### src/rtl/pipeline_write_tracker_pkg.sv
// Shared pipeline tracking types and constants.
// Optional feature macro used by the top: PIPELINE_STALL_COUNT_EN.
package pipeline_write_tracker_pkg;

    localparam int REG_W = 5;
    localparam logic [REG_W-1:0] ZERO_REG = 5'd31;

    // One pipeline stage's view of the instruction it holds.
    typedef struct packed {
        logic [REG_W-1:0] writeReg;
        logic             RegWrite;
        logic             MemRead;
    } track_entry_t;

    // Empty slot: targets XZR, writes nothing, is not a load.
    localparam track_entry_t BUBBLE = '{writeReg: ZERO_REG, RegWrite: 1'b0, MemRead: 1'b0};

endpackage

### src/rtl/pipeline_track_stage.sv
// Single tracking entry: resets to BUBBLE, loads on i_load_en,
// and loads BUBBLE instead of i_d when i_bubble_sel is set.
module pipeline_track_stage
    import pipeline_write_tracker_pkg::*;
(
    input  logic         i_clk,
    input  logic         i_rst_n,
    input  logic         i_load_en,
    input  logic         i_bubble_sel,
    input  track_entry_t i_d,
    output track_entry_t o_q
);

    track_entry_t r_q;

    // Entry register: hold when not enabled, else capture data or a bubble.
    always_ff @(posedge i_clk or negedge i_rst_n) begin
        if (!i_rst_n) begin
            r_q <= BUBBLE;
        end else if (i_load_en) begin
            r_q <= i_bubble_sel ? BUBBLE : i_d;
        end
    end

    assign o_q = r_q;

endmodule

### src/rtl/pipeline_write_tracker.sv
// Tracks destination/write-enable/load info of instructions through
// EX, MEM and WB, and raises a one-cycle load-use stall against ID.
// Define PIPELINE_STALL_COUNT_EN to add the saturating stallCount output.
module pipeline_write_tracker #(
    parameter int               REG_W    = pipeline_write_tracker_pkg::REG_W,
    parameter logic [REG_W-1:0] ZERO_REG = pipeline_write_tracker_pkg::ZERO_REG
) (
    input  logic             clk,
    input  logic             reset,
    input  logic [REG_W-1:0] writeReg_ID,
    input  logic             RegWrite_ID,
    input  logic             MemRead_ID,
    input  logic [REG_W-1:0] readRegA_ID,
    input  logic [REG_W-1:0] readRegB_ID,
    input  logic             hold,
    input  logic             flush,
    output logic [REG_W-1:0] writeReg_EX,
    output logic [REG_W-1:0] writeReg_MEM,
    output logic [REG_W-1:0] writeReg_WB,
    output logic             RegWrite_EX,
    output logic             RegWrite_MEM,
    output logic             RegWrite_WB,
`ifdef PIPELINE_STALL_COUNT_EN
    output logic             stall,
    output logic [31:0]      stallCount
`else
    output logic             stall
`endif
);

    import pipeline_write_tracker_pkg::track_entry_t;

    track_entry_t w_id_entry;
    track_entry_t w_ex_q;
    track_entry_t w_mem_q;
    track_entry_t w_wb_q;
    logic         w_advance;
    logic         w_ex_bubble;
    logic         w_stall;
    logic         w_unused_wb_memread;

    // A write to XZR is captured as a non-write so nothing downstream forwards it.
    assign w_id_entry.writeReg = writeReg_ID;
    assign w_id_entry.RegWrite = RegWrite_ID & (writeReg_ID != ZERO_REG);
    assign w_id_entry.MemRead  = MemRead_ID;

    // Load-use hazard: a real load in EX whose destination is read by ID.
    assign w_stall = w_ex_q.MemRead & w_ex_q.RegWrite & (w_ex_q.writeReg != ZERO_REG)
                   & ((w_ex_q.writeReg == readRegA_ID) | (w_ex_q.writeReg == readRegB_ID));

    // hold freezes everything; flush or stall insert a bubble into EX.
    assign w_advance   = ~hold;
    assign w_ex_bubble = flush | w_stall;

    pipeline_track_stage u_ex (
        .i_clk        (clk),
        .i_rst_n      (reset),
        .i_load_en    (w_advance),
        .i_bubble_sel (w_ex_bubble),
        .i_d          (w_id_entry),
        .o_q          (w_ex_q)
    );

    pipeline_track_stage u_mem (
        .i_clk        (clk),
        .i_rst_n      (reset),
        .i_load_en    (w_advance),
        .i_bubble_sel (1'b0),
        .i_d          (w_ex_q),
        .o_q          (w_mem_q)
    );

    pipeline_track_stage u_wb (
        .i_clk        (clk),
        .i_rst_n      (reset),
        .i_load_en    (w_advance),
        .i_bubble_sel (1'b0),
        .i_d          (w_mem_q),
        .o_q          (w_wb_q)
    );

    // The load flag is not needed once the instruction has left MEM.
    assign w_unused_wb_memread = w_wb_q.MemRead;

    assign writeReg_EX  = w_ex_q.writeReg;
    assign writeReg_MEM = w_mem_q.writeReg;
    assign writeReg_WB  = w_wb_q.writeReg;
    assign RegWrite_EX  = w_ex_q.RegWrite;
    assign RegWrite_MEM = w_mem_q.RegWrite;
    assign RegWrite_WB  = w_wb_q.RegWrite;
    assign stall        = w_stall;

`ifdef PIPELINE_STALL_COUNT_EN
    logic [31:0] r_stall_count;

    // Count edges on which a stall actually takes effect; saturate at all-ones.
    always_ff @(posedge clk or negedge reset) begin
        if (!reset) begin
            r_stall_count <= 32'd0;
        end else if (w_stall && !hold && (r_stall_count != 32'hFFFF_FFFF)) begin
            r_stall_count <= r_stall_count + 32'd1;
        end
    end

    assign stallCount = r_stall_count;
`endif

endmodule

### config.mk
export PLATFORM = sky130hd
export DESIGN_NAME = pipeline_write_tracker
export DESIGN_NICKNAME = d
export VERILOG_FILES = /design/src/rtl/pipeline_write_tracker_pkg.sv /design/src/rtl/pipeline_track_stage.sv /design/src/rtl/pipeline_write_tracker.sv
export SDC_FILE = /design/constraint.sdc
export NUM_CORES = 1
export LEC_CHECK = 0
export BUFFER_PORTS_ARGS = -buffer_cell sky130_fd_sc_hd__buf_2
export CORE_ASPECT_RATIO = 0.6
export CORE_MARGIN = 4
export CORE_UTILIZATION = 47
export CTS_CLUSTER_SIZE = 12
export DETAILED_ROUTE_END_ITERATION = 8
export PLACE_DENSITY = 0.76
export SLEW_MARGIN = 0
export SYNTH_ARGS = -nofsm -noshare
export SYNTH_HDL_FRONTEND = slang
export SYNTH_SLANG_ARGS = --single-unit
export TNS_END_PERCENT = 20
### constraint.sdc
create_clock -name clk -period 1.6 [get_ports clk]
set_input_delay 0 -clock clk [delete_from_list [all_inputs] [get_ports clk]]
set_output_delay 0 -clock clk [all_outputs]
set_load 0.005 [all_outputs]
==> metrics.md <==
| Metric | Value |
|---|---|
| Status | finished clean |
| Cell area power density | 1074 nW/um^2 |
| Crit path kind | register to output pin |
| TritonCTS clock tree | yes |
| Crit-path max cell delay | 0.59 ns |
| Fin crit share | 0.9911 |
| Fin nets | 149 |
| Setup tns final | 0 ns |
| CP delay by family, top | flip-flops |
| CP startpoint kind | register |
| CP max stage cell | dfstp_2 |
| CTS Buf Count | 3 |
| CP required | 1.60 ns |
| Commonest non-fill, non-tap cell in the layout | buf_2 |
| Antenna-violating nets left | 0 |
| Peak Freq | 630.6 MHz |
| Top Ports | 40 |
| Pins Over Slew Limit | 0 |
| Hold Crit Class | input pin to register |
| Final WL | 2356 um |
| Synth unique cells | 23 |
| Per-cell routed wire length | 15.20 um |
| Vias in the first global route | 811 |
| Cell chain of the critical path | xnor2_1, nand3_1, o22ai_2, and2_1, buf_2 |
| Power Total | 1.388 mW |
| Final setup fails | 0 |
| DRC | 0 |
| Final HPWL DP | 1765 um |
| Slew @ Worst Pin | 0.5921 ns |
| Clock buffer depth | 2 |
| Layout Skew | 0.007615 ns |
| Fraction of layout cells with a size suffix above 1 | 0.5984 |
| Peak VDD IR | 0.0008682 V |
| Hold Slack | 0.06697 ns |
| Utilization after layout | 0.6571 |
| Core area | 1967 sq um |
| Leakage | 0.5420 nW |
| First-pass GRT wire length | 3767 um |
| DIE WIDTH | 68.76 um |
| Die Area | 3057 sq um |
| CP endpoint kind | output pin |
| Post-Syn Area per Cell | 11.57 sq um |
| # Max-Cap Violations | 0 |
| Final cell count without fillers | 155 |
| Row cnt | 12 |
| Mapped Cells | 90 |
| Critical path buffer and inverter count | 1 |
| Worst-Skew Late Latency | 0.25 ns |
| Congestion Overflow GR | 0 |
| Crit path time final | 1.586 ns |
| Die H | 44.46 um |
| Layout filler cell count | 162 |
| Placed cells | 149 |
| Post-Syn Area | 1041 sq um |
| Initial antenna violation count | 0 |
| Initial Util | 0.5293 |
| Sequential area share after synthesis | 0.4748 |
| Worst-path clk slew | 0.07 ns |
| H-tree depth | 1 |
| Clock Sinks | 19 |
| Layout area overhead | 24.16% |
| Yosys warning count | 0 |
| Syn nets | 111 |
| Global-route usage over all layers | 0.1718 |
| RSZ-0062 raised after global routing | yes |
| DR pass1 iterations | 4 |
| GP Congestion | 0.7999 |
| DRT iter0 DRCs | 33 |
| Clock root cell | clkbuf_8 |
| Hold Fails Final Rpt | 0 |
| Synthesized flop and latch total | 19 |
| # diodes | 0 |
| DR vias/cell | 5.271 |
| Most frequent cells in the layout | buf_2 (39), dfstp_2 (15), mux2_2 (12) |
| Port Buffers | 39 |
| WP data arrival | 1.59 ns |
| Via Count | 817 |
| Critical path fanouts, max | 5 |
| Max_slew headroom | 0.6053 |
| Largest net degree at the start of global routing | 33 |
## per-layer routing
layer	vias up	GRT usage	wire length, um	part of all wire
met4	0	0.05039	15	0.0064
met1	399	0.2264	1090	0.46
met3	2	0.06853	150	0.064
met5	-	0	0	0
met2	23	0.2600	1099	0.47
li1	393	-	-	-
## layout make-up
class                   count  area [sq um]  area share
well taps                  28         35.03     0.02711
flip-flops and latches     19         494.2      0.3824
multi-input cells          62         498.0      0.3853
clock buffers               4         45.04     0.03485
repair buffers             42         220.2      0.1704
## report_power, final
part	switching, mW	leakage, nW	total, mW	internal, mW
Clock	0.145	0.0228	0.321	0.177
Sequential	0.0690	0.208	0.688	0.619
Combinational	0.168	0.311	0.379	0.211
## synth_stat cells, drive strengths merged
master   instances  share of area
nand3            3          0.014
dfstp           15           0.38
dfrtp            4          0.096
nand2            5          0.018
o41ai            6          0.058
o22ai            1         0.0060
and2             1         0.0060
clkbuf           2         0.0072
nor3             6          0.029
nand2b           5          0.030
a21oi            5          0.024
a31oi            1          0.020
buf              7          0.046
a21o             1         0.0072
o21ai            2         0.0096
a2bb2oi          1         0.0084
mux2            12           0.13
o22a             1         0.0084
or3b             1         0.0084
xnor2           10          0.084
and3             1          0.011
## metrics by stage
| stage | area, sq um | worst slack [ns] |
|---|---|---|
| after floorplan | 1041 | 0.2856 |
| after global placement | 1224 | 0.1408 |
| after detailed placement | 1224 | 0.1158 |
| after CTS | 1292 | 0.02100 |
| after global routing | 1292 | -0.02395 |
| final | 1292 | 0.01426 |
## cells by family (layout without fill, tap and decap cells)
kind of cell,after synthesis,after routing,share of synthesized area
XOR/XNOR,10,10,0.08413
AND/OR/NAND/NOR,22,22,0.1166
flip-flops,19,19,0.4748
AO/OA/AOI/OAI,18,18,0.1418
multiplexers,12,12,0.1298
buffers and inverters,9,46,0.05289
## worst register-to-register path: stages, from the launching register on
cell and delay (ns):
dfstp_2 0.59, xnor2_1 0.14, nand3_1 0.17, o22a_1 0.33
a21o_1 0.19
## what timing repair did
item	4_1_cts	5_1_grt
hold buffers	1	0
setup endpoints to repair	1	1
endpoints found under the hold margin	19	0
setup buffers	1	0
pin swaps	2	2
resized for setup	1	0
## sequential cells by signal, indices dropped and copies added (netlist names)
register / count
u_ex.o_q: 7
u_mem.o_q: 6
u_wb.o_q: 6
## final timing paths
| kind | startpoint | end | slack (ns) | cells after the start |
|---|---|---|---|---|
| setup / recovery | u_ex.o_q[2] | stall | 0.01 | 5 |
| min in group asynchronous | reset | u_ex.o_q[0] | 0.20 | 2 |
| hold / removal | writeReg_ID[2] | u_ex.o_q[4] | 0.07 | 3 |
| setup reg to reg | u_ex.o_q[2] | u_ex.o_q[1] | 0.07 | 4 |
| max in group asynchronous | reset | u_ex.o_q[6] | 1.08 | 2 |
| hold reg to reg | u_wb.o_q[1] | u_wb.o_q[1] | 0.50 | 1 |
No activity file was read; power rests on OpenSTA's default activity.
